[src/rtl/edge_det_pkg.sv]
// Shared constants for the multi-channel edge detector.
//   - edge_mode_e : per-channel detect mode encoding
//   - *_DEF       : default parameter values used by edge_det_multi / edge_det_ch
package edge_det_pkg;

  localparam int N_CH_DEF        = 4;
  localparam int SYNC_STAGES_DEF = 2;
  localparam int CNT_W_DEF       = 16;

  typedef enum logic [1:0] {
    MODE_OFF  = 2'b00,
    MODE_RISE = 2'b01,
    MODE_FALL = 2'b10,
    MODE_BOTH = 2'b11
  } edge_mode_e;

endpackage

[src/rtl/edge_det_ch.sv]
// One edge-detect channel: synchroniser chain, previous-level flop,
// registered detect pulse and sticky "edge seen" flag.
// Ports:
//   clk, rst     clock, async active-high reset
//   sig          asynchronous level input
//   mode         edge_mode_e encoding (off / rise / fall / both)
//   clr          synchronous sticky clear
//   en           pulse enable (low during post-reset warm-up)
//   pe           one-cycle detect pulse (registered)
//   sticky       latched flag, set by pe, cleared by clr (set wins)
module edge_det_ch
  import edge_det_pkg::*;
#(
  parameter int SYNC_STAGES = SYNC_STAGES_DEF
) (
  input  logic       clk,
  input  logic       rst,
  input  logic       sig,
  input  logic [1:0] mode,
  input  logic       clr,
  input  logic       en,
  output logic       pe,
  output logic       sticky
);

  logic [SYNC_STAGES-1:0] sync_q, sync_d;
  logic                   prev_q, prev_d;
  logic                   pe_q, pe_d;
  logic                   sticky_q, sticky_d;
  logic                   s, rise_en, fall_en;

  always_comb begin
    sync_d   = {sync_q[SYNC_STAGES-2:0], sig};
    s        = sync_q[SYNC_STAGES-1];
    // prev keeps tracking s during warm-up so a level already high at
    // release is not mistaken for a rising edge once en goes high.
    prev_d   = s;
    rise_en  = (mode == MODE_RISE) || (mode == MODE_BOTH);
    fall_en  = (mode == MODE_FALL) || (mode == MODE_BOTH);
    pe_d     = en & ((s & ~prev_q & rise_en) | (~s & prev_q & fall_en));
    // A pulse visible this cycle beats a clear arriving in the same cycle.
    sticky_d = pe_q | (sticky_q & ~clr);
  end

  always_ff @(posedge clk or posedge rst) begin
    if (rst) begin
      sync_q   <= '0;
      prev_q   <= 1'b0;
      pe_q     <= 1'b0;
      sticky_q <= 1'b0;
    end else begin
      sync_q   <= sync_d;
      prev_q   <= prev_d;
      pe_q     <= pe_d;
      sticky_q <= sticky_d;
    end
  end

  assign pe     = pe_q;
  assign sticky = sticky_q;

endmodule

[src/rtl/edge_det_multi.sv]
// Multi-channel edge detector with warm-up gating and a saturating
// aggregate edge counter.
// Ports:
//   clk, rst   clock, async active-high reset
//   sig        [N_CH]     asynchronous level inputs
//   mode       [2*N_CH]   per-channel mode, bits [2i+1:2i] for channel i
//   clr        [N_CH]     per-channel sticky clear
//   cnt_clr               clear of edge_cnt (loads this cycle's pulse count)
//   pe         [N_CH]     registered one-cycle detect pulses
//   sticky     [N_CH]     sticky edge-seen flags
//   edge_cnt   [CNT_W]    saturating total of pe pulses
//   ready                 high once warm-up after reset has completed
module edge_det_multi
  import edge_det_pkg::*;
#(
  parameter int N_CH        = N_CH_DEF,
  parameter int SYNC_STAGES = SYNC_STAGES_DEF,
  parameter int CNT_W       = CNT_W_DEF
) (
  input  logic              clk,
  input  logic              rst,
  input  logic [N_CH-1:0]   sig,
  input  logic [2*N_CH-1:0] mode,
  input  logic [N_CH-1:0]   clr,
  input  logic              cnt_clr,
  output logic [N_CH-1:0]   pe,
  output logic [N_CH-1:0]   sticky,
  output logic [CNT_W-1:0]  edge_cnt,
  output logic              ready
);

  localparam int WU_W  = $clog2(SYNC_STAGES + 2);
  localparam int PC_W  = $clog2(N_CH + 1);
  localparam int SUM_W = CNT_W + PC_W;
  localparam logic [WU_W-1:0]  WU_DONE = WU_W'(SYNC_STAGES + 1);
  localparam logic [SUM_W-1:0] SAT     = SUM_W'({CNT_W{1'b1}});

  logic [WU_W-1:0]  wu_q, wu_d;
  logic             ready_q, ready_d;
  logic [CNT_W-1:0] cnt_q, cnt_d;
  logic             en;
  logic [PC_W-1:0]  pc;
  logic [SUM_W-1:0] sum;

  for (genvar i = 0; i < N_CH; i++) begin : g_ch
    edge_det_ch #(.SYNC_STAGES(SYNC_STAGES)) u_ch (
      .clk    (clk),
      .rst    (rst),
      .sig    (sig[i]),
      .mode   (mode[2*i +: 2]),
      .clr    (clr[i]),
      .en     (en),
      .pe     (pe[i]),
      .sticky (sticky[i])
    );
  end

  always_comb begin
    // Edges 1..SYNC_STAGES+1 after release are suppressed; the edge that
    // finds the counter at WU_DONE is the first allowed to pulse and the
    // one that raises ready.
    en      = (wu_q == WU_DONE);
    wu_d    = en ? wu_q : wu_q + 1'b1;
    ready_d = en;

    pc = '0;
    for (int i = 0; i < N_CH; i++) pc = pc + PC_W'(pe[i]);

    // Clear loads this cycle's pulses so no edge is lost across it.
    sum   = (cnt_clr ? '0 : SUM_W'(cnt_q)) + SUM_W'(pc);
    cnt_d = (sum > SAT) ? {CNT_W{1'b1}} : sum[CNT_W-1:0];
  end

  always_ff @(posedge clk or posedge rst) begin
    if (rst) begin
      wu_q    <= '0;
      ready_q <= 1'b0;
      cnt_q   <= '0;
    end else begin
      wu_q    <= wu_d;
      ready_q <= ready_d;
      cnt_q   <= cnt_d;
    end
  end

  assign edge_cnt = cnt_q;
  assign ready    = ready_q;

endmodule
[config.mk]
export PLATFORM = sky130hd
export DESIGN_NAME = edge_det_multi
export DESIGN_NICKNAME = d
export VERILOG_FILES = /design/src/rtl/edge_det_pkg.sv /design/src/rtl/edge_det_ch.sv /design/src/rtl/edge_det_multi.sv
export SDC_FILE = /design/constraint.sdc
export NUM_CORES = 1
export LEC_CHECK = 0
export ABC_AREA = 0
export BUFFER_PORTS_ARGS = -buffer_cell sky130_fd_sc_hd__buf_2
export CAP_MARGIN = 40
export CORE_MARGIN = 3
export CORE_UTILIZATION = 46
export CTS_CLUSTER_SIZE = 10
export DETAILED_ROUTE_END_ITERATION = 8
export PLACE_DENSITY_LB_ADDON = 0.1
export SYNTH_ARGS = -nofsm -noshare
export SYNTH_HDL_FRONTEND = slang
export SYNTH_SLANG_ARGS = --single-unit
[constraint.sdc]
create_clock -name clk -period 7.95 [get_ports clk]
set_clock_uncertainty 0.1 [all_clocks]
set_input_delay 1.1925 -clock clk [delete_from_list [all_inputs] [get_ports clk]]
set_output_delay 1.1925 -clock clk [all_outputs]
set_load 0.005 [all_outputs]
==> results of run 1 <==
layer usage:
layer | vias up | wire (um) | track usage | part of all wire
met5 | - | 0 | 0 | 0
met4 | 0 | 10 | 0.03226 | 0.0032
met3 | 2 | 214 | 0.05090 | 0.068
met2 | 37 | 1424 | 0.2277 | 0.45
met1 | 590 | 1488 | 0.2074 | 0.47
li1 | 610 | - | - | -
final cells by class:
cell class / instances / area (um^2)
Sequential cell: 39 / 975.9
Multi-Input combinational cell: 94 / 690.7
Clock inverter: 1 / 5.005
Tap cell: 48 / 60.06
Inverter: 14 / 52.55
Clock buffer: 6 / 82.58
Fill cell: 337 / 1627
Timing Repair Buffer: 44 / 222.7
sequential cells by signal, indices dropped and copies added, names as in the netlist:
signal,cells
edge_cnt,16
wu_q,2
g_ch.u_ch.sticky,4
g_ch.u_ch.prev_q,4
ready,1
g_ch.u_ch.sync_q,8
g_ch.u_ch.pe,4
where the power goes:
group | internal, mW | switching (mW)
clock | 0.0680 | 0.0617
combinational | 0.0248 | 0.0286
sequential | 0.212 | 0.00895
total | 0.305 | 0.0992
logic make-up after synthesis:
| group | after synthesis |
|---|---|
| AO/OA/AOI/OAI | 25 |
| multiplexers | 2 |
| XOR/XNOR | 11 |
| adder cells (fa/ha/maj) | 5 |
| AND/OR/NAND/NOR | 51 |
| buffers and inverters | 26 |
| flip-flops | 39 |
worst reg2reg max path, delay by kind of cell (launching register included):
kind	cells	cell delay [ns]
buffers and inverters	1	0.05
flip-flops	1	0.39
adder cells (fa/ha/maj)	3	1.31
AND/OR/NAND/NOR	4	1.16
AO/OA/AOI/OAI	1	0.22
path summary, 6_finish.rpt:
path	cells after the start	slack, ns	startpoint	endpoint
setup / recovery	10	3.85	cnt_clr	edge_cnt[9]$_DFF_PP0_
min in group asynchronous	3	0.91	rst	edge_cnt[13]$_DFF_PP0_
max in group asynchronous	3	6.51	rst	wu_q[0]$_DFFE_PP0N_
setup reg to reg	9	4.64	edge_cnt[0]$_DFF_PP0_	edge_cnt[9]$_DFF_PP0_
hold / removal	0	0.25	g_ch[2].u_ch.sync_q[0]$_DFF_PP0_	g_ch[2].u_ch.sync_q[1]$_DFF_PP0_
hold reg to reg	0	0.25	g_ch[2].u_ch.sync_q[0]$_DFF_PP0_	g_ch[2].u_ch.sync_q[1]$_DFF_PP0_
layout by cell type, fill, tap and decap left out, types with 2 or more instances in the layout:
| master | Yosys | final |
|---|---|---|
| a21o_1 | 2 | 2 |
| and2_1 | 5 | 5 |
| buf_2 | 1 | 43 |
| clkbuf_8 | 0 | 6 |
| dfrtp_1 | 39 | 39 |
| fa_1 | 3 | 3 |
| ha_1 | 2 | 2 |
| inv_1 | 13 | 13 |
| nand2_1 | 12 | 12 |
| nand2b_1 | 3 | 3 |
| nand3_1 | 3 | 3 |
| nand3b_1 | 5 | 5 |
| nor2_1 | 2 | 2 |
| nor2b_1 | 6 | 6 |
| nor3_1 | 4 | 4 |
| nor3_2 | 2 | 2 |
| o2111ai_1 | 5 | 5 |
| o211ai_1 | 2 | 2 |
| o21ai_0 | 7 | 7 |
| o21ai_1 | 6 | 6 |
| xnor2_1 | 9 | 9 |
| xor2_1 | 2 | 2 |
through the flow:
stage | hold WS, ns | worst slack, ns
after floorplan | 0.2312 | 3.650
after global placement | 0.2324 | 3.641
after detailed placement | 0.2365 | 3.525
after CTS | 0.2533 | 3.837
after global routing | 0.2599 | 3.587
final | 0.2487 | 3.848
==> flow_metrics.py, run 1 <==
metrics = {
    "sta": {
        "fin_crit_sh": 0.5159,
        "slew_headroom": 0.6754,
        "worst_slew_pin_slew_ns": 0.4860,
        "max_clock_freq_mhz": 243.8,
        "setup_viol": 0,
        "fin_setup_tns_ns": 0,
        "rsz0062_at_grt": "no",
        "slew_viol_final": 0,
        "hold_viol_final": 0,
        "min_period_ns": 4.102,
    },
    "yosys": {
        "synthFlopType": "dfrtp_1",
        "synth-xor-area-share": 0.05366,
        "synthArstFlopShare": 1.000,
        "synth.most_common_cell": "dfrtp_1",
        "syn_inst": 159,
        "synth.net_count": 183,
        "synthTopCellsByCount": "39 x dfrtp_1, 13 x inv_1, 12 x nand2_1",
        "synth_top_area_frac": 0.5436,
        "synth_area_leaders": "dfrtp_1 54%, xnor2_1 4.4%, fa_1 3.3%, buf_4 3.3%, inv_1 2.7%",
        "ys_ff_latch": 39,
        "yosys.area_share.simple": 0.1763,
        "synth_top_family_by_area": "simple AND/OR/NAND/NOR gates",
        "synth-compound-area-share": 0.09547,
        "synth_area_per_cell_um2": 11.29,
        "synth.mux.area_fraction": 0.01185,
        "yosysSeqAreaShare": 0.5436,
        "synth_area_leader_cell": "dfrtp_1",
        "netlist_area_mm2": 0.001795,
        "synth-edff-count": 0,
        "yosysWarningCount": 0,
        "synth_cell_types": 38,
        "synth_fa_ha_area_frac": 0.04739,
    },
    "worst_setup_path": {
        "crit_path_frequent_cell": "fa_1",
        "critical_path_class": "primary input to flop",
        "path_cells": "buf_2 -> nor2b_1 -> fa_1 -> inv_1 -> fa_1 -> fa_1 -> nand2b_1 -> nor3_2 -> nand3_1 -> o21ai_1",
        "worstSetupStartpointType": "primary input",
        "path_delay_family": "adder cells",
        "critPathMaxStageDelay_ns": 0.49,
        "required_ns": 8.05,
        "worstPathMaxFanout": 22,
        "cp_slowest_cell": "fa_1",
        "endpoint_kind": "flop",
        "critPathArrivalTime_ns": 4.20,
        "crit_buf_inv": 2,
    },
    "floorplan": {
        "die_w_um": 68.48,
        "num_rows": 22,
        "die-area_mm2": 0.004689,
        "ios": 44,
        "start_util": 0.4832,
        "floorplan.die.height_um": 68.48,
        "core_mm2": 0.003716,
    },
    "cells_and_area": {
        "syn2layout_area_growth_pct": 16.38,
        "nNetsFinal": 222,
        "fin_cells": 246,
        "final_layout_size_suffix_gt1_frac": 0.2980,
        "num_antenna_cells": 0,
        "fin_util": 0.5623,
        "design_area_mm2": 0.002090,
    },
    "cts": {
        "cts_resized": 0,
        "cts_hold_buf": 0,
        "cts_root_buffer": "clkbuf_8",
        "clkTransAtPathRegs_ns": 0.07,
        "h-tree-depth": 2,
        "cts-buffers-inserted": 5,
        "cts_tree": "yes",
        "clockBufferDepth": 2,
        "cts_sinks": 39,
        "post_cts_buffers": 0,
        "clock_latency_ns": 0.28,
    },
    "grt": {
        "grt_overflow_total": 0,
        "grt_use_total": 0.1499,
        "grt_max_degree": 40,
        "antenna_found_initial": 0,
        "grt_pass1_wl_mm": 5.175,
        "grt_pass1_vias": 1180,
    },
    "power": {
        "power_density_mw_per_mm2": 193.5,
        "irDropWorstVdd_uv": 106.8,
        "total_power_uw": 404.3,
        "leakage_nw": 1.012,
    },
    "routing": {
        "wl_per_cell_um": 12.75,
        "drtIter0Drc": 56,
        "vias": 1239,
        "drc": 0,
        "wl_mm": 3.136,
        "postRouteAntennaNets": 0,
        "drt-vias-per-instance": 5.037,
        "first_pass_iters": 4,
    },
    "hold_path": {
        "hold_path.class": "flop to flop",
    },
    "outcome": {
        "status": "finished, final reports clean",
    },
    "placement": {
        "place_area_mm2": 0.002002,
        "place.port_buffers": 43,
        "dp_hpwl_mm": 2.288,
        "placed_cells": 239,
        "globalplace.congestion": 0.7930,
    },
    "flow_run": {
        "cap_viol_max_count": 0,
    },
}
No activity file was read; power rests on OpenSTA's default activity.
==> run 2, diff against run 1 <==
--- a/config.mk
+++ b/config.mk
@@ -5,7 +5,7 @@
 export SDC_FILE = /design/constraint.sdc
 export NUM_CORES = 1
 export LEC_CHECK = 0
-export ABC_AREA = 0
+export ABC_AREA = 1
 export BUFFER_PORTS_ARGS = -buffer_cell sky130_fd_sc_hd__buf_2
 export CAP_MARGIN = 40
 export CORE_MARGIN = 3
==> constraint.sdc (replaced) <==
create_clock -name clk -period 4.1 [get_ports clk]
set_clock_uncertainty 0.1 [all_clocks]
set_input_delay 0.615 -clock clk [delete_from_list [all_inputs] [get_ports clk]]
set_output_delay 0.615 -clock clk [all_outputs]
set_load 0.005 [all_outputs]
==> run 2 against run 1 <==
Effect of this change:
- core utilization shrank 0.39 points
- synthesized cell count grew 38%
- flip-flop and latch count is the same
- power grew 110%
- critical path type unchanged
- critical endpoint is now edge_cnt[14]$_DFF_PP0_
- largest power group unchanged
- highest routed layer unchanged
==> flow_metrics.py, run 2 <==
metrics = {
    "yosys": {
        "synthFlopType": "dfrtp_1",
        "synth_fa_ha_area_frac": 0.04315,
        "syn_inst": 219,
        "synthTopCellsByCount": "44 x nand2_1, 39 x dfrtp_1, 37 x inv_1",
        "synth_area_per_cell_um2": 9.004,
        "synthArstFlopShare": 1.000,
        "yosysSeqAreaShare": 0.4949,
        "synth-edff-count": 0,
        "synth_top_family_by_area": "simple AND/OR/NAND/NOR gates",
        "synth.most_common_cell": "nand2_1",
        "synth_area_leaders": "dfrtp_1 49%, nand2_1 8.4%, inv_1 7.0%, nand3_1 4.1%, nor2_1 3.6%",
        "netlist_area_mm2": 0.001972,
        "synth.net_count": 243,
        "synth.mux.area_fraction": 0,
        "yosys.area_share.simple": 0.2589,
        "synth-xor-area-share": 0.02221,
        "synth_top_area_frac": 0.4949,
        "yosysWarningCount": 0,
        "ys_ff_latch": 39,
        "synth_area_leader_cell": "dfrtp_1",
        "synth_cell_types": 27,
        "synth-compound-area-share": 0.06091,
    },
    "hold_path": {
        "hold_path.class": "flop to flop",
    },
    "routing": {
        "first_pass_iters": 4,
        "drtIter0Drc": 93,
        "wl_per_cell_um": 12.55,
        "postRouteAntennaNets": 0,
        "drc": 0,
        "vias": 1460,
        "drt-vias-per-instance": 4.710,
        "wl_mm": 3.892,
    },
    "worst_setup_path": {
        "critical_path_class": "primary input to flop",
        "crit_buf_inv": 3,
        "path_cells": "buf_2 -> nor2_1 -> fa_1 -> inv_1 -> fa_1 -> fa_1 -> inv_1 -> nand3_4 -> nor2_1 -> nand3_1 -> nand2_1 -> nand3_1",
        "path_delay_family": "adder cells",
        "crit_path_frequent_cell": "fa_1",
        "worstSetupStartpointType": "primary input",
        "worstPathMaxFanout": 11,
        "cp_slowest_cell": "fa_1",
        "endpoint_kind": "flop",
        "required_ns": 4.18,
        "critPathMaxStageDelay_ns": 0.49,
        "ff2ff_setup_slack_ns": 1.37,
        "critPathArrivalTime_ns": 3.14,
    },
    "cells_and_area": {
        "register_area_um2": 975.9,
        "mostFrequentLayoutCells": "44 x nand2_1, 43 x buf_2, 39 x dfrtp_1, 37 x inv_1, 19 x nor2_1",
        "syn2layout_area_growth_pct": 14.91,
        "largest_reg_flops": 16,
        "nNetsFinal": 283,
        "design_area_mm2": 0.002266,
        "n_fill_cell": 376,
        "num_antenna_cells": 0,
        "fin_util": 0.5584,
        "final_layout_size_suffix_gt1_frac": 0.2692,
        "mostFrequentLayoutCell": "nand2_1",
        "multiInputGateArea_um2": 759.5,
    },
    "power": {
        "p_sw_frac": 0.2852,
        "p_seq_frac": 0.511,
        "comb_power_share": 0.158,
        "switchingPower_uw": 242.7,
        "leakage_nw": 1.190,
        "clkPwrFrac": 0.331,
        "p_int_uw": 608.5,
        "irDropWorstVdd_uv": 239.9,
        "power_density_mw_per_mm2": 375.7,
    },
    "cts": {
        "h-tree-depth": 2,
        "cts_tree": "yes",
        "clock_latency_ns": 0.29,
        "cts_root_buffer": "clkbuf_8",
        "clkTransAtPathRegs_ns": 0.08,
        "cts_hold_buf": 0,
        "clockBufferDepth": 2,
        "cts_sinks": 39,
        "cts_resized": 0,
        "post_cts_buffers": 0,
        "cts-buffers-inserted": 5,
    },
    "outcome": {
        "status": "finished, final reports clean",
    },
    "sta": {
        "rsz0062_at_grt": "no",
        "worst_slack_ns": 1.042,
        "timing.hold.ws_ns": 0.2520,
        "fin_setup_tns_ns": 0,
        "setup_viol": 0,
        "max_clock_freq_mhz": 327.1,
        "slew_viol_final": 0,
        "slew_headroom": 0.6777,
        "worst_slew_pin_slew_ns": 0.4834,
        "min_period_ns": 3.058,
        "hold_viol_final": 0,
        "fin_crit_sh": 0.7457,
    },
    "placement": {
        "place.port_buffers": 43,
        "globalplace.congestion": 0.8439,
        "dp_hpwl_mm": 2.865,
        "place_ws_ns": 0.7150,
        "place_area_mm2": 0.002167,
    },
    "floorplan": {
        "die-area_mm2": 0.005109,
        "ios": 44,
        "start_util": 0.4860,
        "num_rows": 23,
        "floorplan.die.height_um": 71.48,
        "core_mm2": 0.004058,
        "die_w_um": 71.48,
    },
    "grt": {
        "grt_pass1_vias": 1484,
        "grt_overflow_total": 0,
        "grt_use_total": 0.1754,
        "grt_max_degree": 40,
        "antenna_found_initial": 0,
        "grt_pass1_wl_mm": 6.955,
    },
    "flow_run": {
        "cap_viol_max_count": 0,
    },
}
==> run 2: changes by cell type after synthesis, moves of 6 or more <==
cell	delta
a21oi_1	+6
inv_1	+24
nand2_1	+32
nand3_1	+13
nor2_1	+17
nor2b_1	-6
==> run 2: metrics by stage <==
step / cells / power (mW)
after floorplan: 219 / 0.5400
after global placement: 302 / 0.5791
after detailed placement: 302 / 0.5806
after CTS: 310 / 0.8663
after global routing: 310 / 0.9012
final: 310 / 0.8512
==> run 2: final timing paths <==
kind	startpoint	end	cells past startpoint
min in group asynchronous	rst	wu_q[1]$_DFFE_PP0N_	3
min reg2reg	g_ch[0].u_ch.sync_q[0]$_DFF_PP0_	g_ch[0].u_ch.sync_q[1]$_DFF_PP0_	0
max	cnt_clr	edge_cnt[14]$_DFF_PP0_	12
max in group asynchronous	rst	g_ch[0].u_ch.sticky$_DFF_PP0_	3
min	g_ch[0].u_ch.sync_q[0]$_DFF_PP0_	g_ch[0].u_ch.sync_q[1]$_DFF_PP0_	0
max reg2reg	edge_cnt[0]$_DFF_PP0_	edge_cnt[14]$_DFF_PP0_	12
==> run 2: final cells by class <==
| cell class | count | share of cell area |
|---|---|---|
| Sequential cell | 39 | 0.4307 |
| Multi-Input combinational cell | 130 | 0.3352 |
| Timing Repair Buffer | 44 | 0.09829 |
| Inverter | 39 | 0.06461 |
| Clock buffer | 6 | 0.03644 |
| Tap cell | 50 | 0.02761 |
| Clock inverter | 2 | 0.007178 |
==> run 2: routing by layer <==
metal | GRT usage | up-vias | routed length [um]
met3 | 0.04769 | 7 | 187
met5 | 0 | - | 0
li1 | - | 745 | -
met2 | 0.2704 | 26 | 1796
met4 | 0.04802 | 0 | 51
met1 | 0.2454 | 682 | 1856
==> run 2: kinds of logic (layout without fill, tap and decap cells) <==
kind of cell	Yosys count	count (layout)
buffers and inverters	50	91
and+or+nand+nor	99	99
xor gates and xnor gates	5	5
adders and majority gates	5	5
DFF	39	39
AOI/OAI and AO/OA	21	21
==> run 2: power groups by stage <==
| stage | registers (mW) | logic (mW) | clock network, mW |
|---|---|---|---|
| global placement | 0.443 | 0.136 | 0 |
| global route | 0.441 | 0.155 | 0.305 |
| CTS | 0.436 | 0.137 | 0.293 |
| finish | 0.435 | 0.134 | 0.282 |
| floorplan | 0.443 | 0.0974 | 0 |
| detailed placement | 0.444 | 0.136 | 0 |
==> run 3, diff against run 2 <==
==> constraint.sdc (replaced) <==
create_clock -name clk -period 2.9 [get_ports clk]
set_clock_uncertainty 0.1 [all_clocks]
set_input_delay 0.435 -clock clk [delete_from_list [all_inputs] [get_ports clk]]
set_output_delay 0.435 -clock clk [all_outputs]
set_load 0.005 [all_outputs]
==> run 3 against run 2 <==
Effect of this change:
- final cell count rose by 0.32%
- wire length rose by 0.90%
- worst setup slack got worse by 0.87 ns
- power rose by 48%
- register-to-register slack got worse by 1.2 ns
- core utilization rose by 0.62 points
- first-iteration DRC count fell by 4.3%
- sequential share of layout area fell by 0.47 points
- hold slack got worse by 0.10 ns
- largest cell class unchanged
==> flow_metrics.py, run 3 (synthesized netlist as in run 2, its figures left out) <==
metrics = {
    "outcome": {
        "status": "finished, final reports clean",
    },
    "routing": {
        "vias": 1493,
        "drtIter0Drc": 89,
        "first_pass_iters": 4,
        "drt-vias-per-instance": 4.801,
        "drc": 0,
        "wl_mm": 3.927,
        "wl_per_cell_um": 12.63,
        "postRouteAntennaNets": 0,
    },
    "cts": {
        "clkTransAtPathRegs_ns": 0.08,
        "cts-buffers-inserted": 5,
        "clockBufferDepth": 2,
        "cts_sinks": 39,
        "cts_root_buffer": "clkbuf_8",
        "cts_tree": "yes",
        "clock_latency_ns": 0.29,
        "h-tree-depth": 2,
    },
    "sta": {
        "fin_crit_sh": 0.9391,
        "worst_slew_pin_slew_ns": 0.4903,
        "rsz0062_at_grt": "no",
        "min_period_ns": 2.723,
        "fin_setup_tns_ns": 0,
        "slew_viol_final": 0,
        "slew_headroom": 0.6731,
        "max_clock_freq_mhz": 367.2,
        "hold_viol_final": 0,
        "setup_viol": 0,
    },
    "placement": {
        "place.port_buffers": 43,
        "dp_hpwl_mm": 3.009,
        "globalplace.congestion": 0.8284,
    },
    "grt": {
        "grt_overflow_total": 0,
        "grt_use_total": 0.1733,
        "grt_pass1_vias": 1520,
        "grt_max_degree": 40,
        "antenna_found_initial": 0,
        "grt_pass1_wl_mm": 6.858,
    },
    "cells_and_area": {
        "mostFrequentLayoutCell": "nand2_1",
        "final_layout_size_suffix_gt1_frac": 0.2759,
        "mostFrequentLayoutCells": "44 x nand2_1, 43 x buf_2, 39 x dfrtp_1, 37 x inv_1, 18 x nor2_1",
        "fin_util": 0.5646,
        "num_antenna_cells": 0,
        "largest_reg_flops": 16,
        "nNetsFinal": 285,
        "syn2layout_area_growth_pct": 16.18,
    },
    "worst_setup_path": {
        "worstPathMaxFanout": 4,
        "worstSetupStartpointType": "flop",
        "required_ns": 3.03,
        "critPathArrivalTime_ns": 2.86,
        "endpoint_kind": "flop",
        "critical_path_class": "flop to flop",
    },
    "power": {
        "power_density_mw_per_mm2": 548.5,
        "irDropWorstVdd_uv": 346.7,
        "leakage_nw": 1.202,
    },
    "floorplan": {
        "start_util": 0.4860,
        "ios": 44,
        "die_w_um": 71.48,
        "num_rows": 23,
        "floorplan.die.height_um": 71.48,
        "die-area_mm2": 0.005109,
        "core_mm2": 0.004058,
    },
    "hold_path": {
        "hold_path.class": "primary input to asynchronous set/reset pin",
    },
    "flow_run": {
        "cap_viol_max_count": 0,
    },
}
[run 3: cell count changes in the layout (fill, tap and decap cells not counted)]
cell	before	now
buf_4	1	3
bufinv_16	0	1
clkinv_4	1	0
clkbuf_8	6	5
nor2_2	4	5
nor2_1	19	18
[run 3: timing repair]
action / in CTS / in global routing
buffers inserted: 0 / 0
setup endpoints to repair: 0 / 2
hold buffers: 0 / 0
resized for setup: 0 / 1
[run 3: area by class of cell]
class	instances	area [um^2]
multi-input combinational	130	762.0
clock inverter	2	37.54
tap	50	62.56
timing repair buffer	46	237.7
inverter	39	146.4
fill	378	1767
clock buffer	5	68.82
sequential	39	975.9
[run 3: worst max-delay path: stages (launching register included)]
cell,delay [ns]
dfrtp_1,0.38
inv_1,0.07
nor2_1,0.05
fa_1,0.47
inv_1,0.05
fa_1,0.39
fa_1,0.40
inv_1,0.13
nand3_4,0.11
inv_2,0.10
nand2_1,0.10
nor2_2,0.12
nand3_1,0.11
nand2_1,0.09
[run 3: power breakdown]
part | switching (mW) | internal (mW) | total, mW
Sequential | 0.0290 | 0.588 | 0.617
Combinational | 0.119 | 0.0839 | 0.203
Clock | 0.186 | 0.251 | 0.437
Total | 0.334 | 0.923 | 1.26
[run 3: per-layer routing]
metal	vias up	global-route usage	routed length, um
met5	-	0	0
met4	0	0.05428	35
met3	4	0.04628	196
met2	35	0.2786	1887
met1	701	0.2295	1807
li1	753	-	-
[run 3: worst paths after layout]
check                                                      start                          endpoint  slack [ns]  cells after the start
worst max register to register             edge_cnt[0]$_DFF_PP0_            edge_cnt[13]$_DFF_PP0_        0.18                     13
worst max-delay path                       edge_cnt[0]$_DFF_PP0_            edge_cnt[13]$_DFF_PP0_        0.18                     13
worst min-delay path                                         rst            edge_cnt[10]$_DFF_PP0_        0.15                      3
max in group asynchronous                                    rst  g_ch[0].u_ch.sync_q[0]$_DFF_PP0_        2.21                      3
worst min register to register  g_ch[1].u_ch.sync_q[0]$_DFF_PP0_  g_ch[1].u_ch.sync_q[1]$_DFF_PP0_        0.25                      0
min in group clk                                          sig[3]  g_ch[3].u_ch.sync_q[0]$_DFF_PP0_        0.15                      1
[run 3: through the flow]
stage	std cells	setup slack [ns]	cell area (um^2)	total power [mW]	hold WS, ns
after floorplan	219	0.1093	1972	0.7634	0.2312
after global placement	304	0.09075	2182	0.8273	0.2330
after detailed placement	304	0.004996	2182	0.8329	0.2371
after CTS	311	0.1204	2288	1.277	0.1389
after global routing	311	0.01111	2291	1.332	0.1291
final	311	0.1767	2291	1.257	0.1515
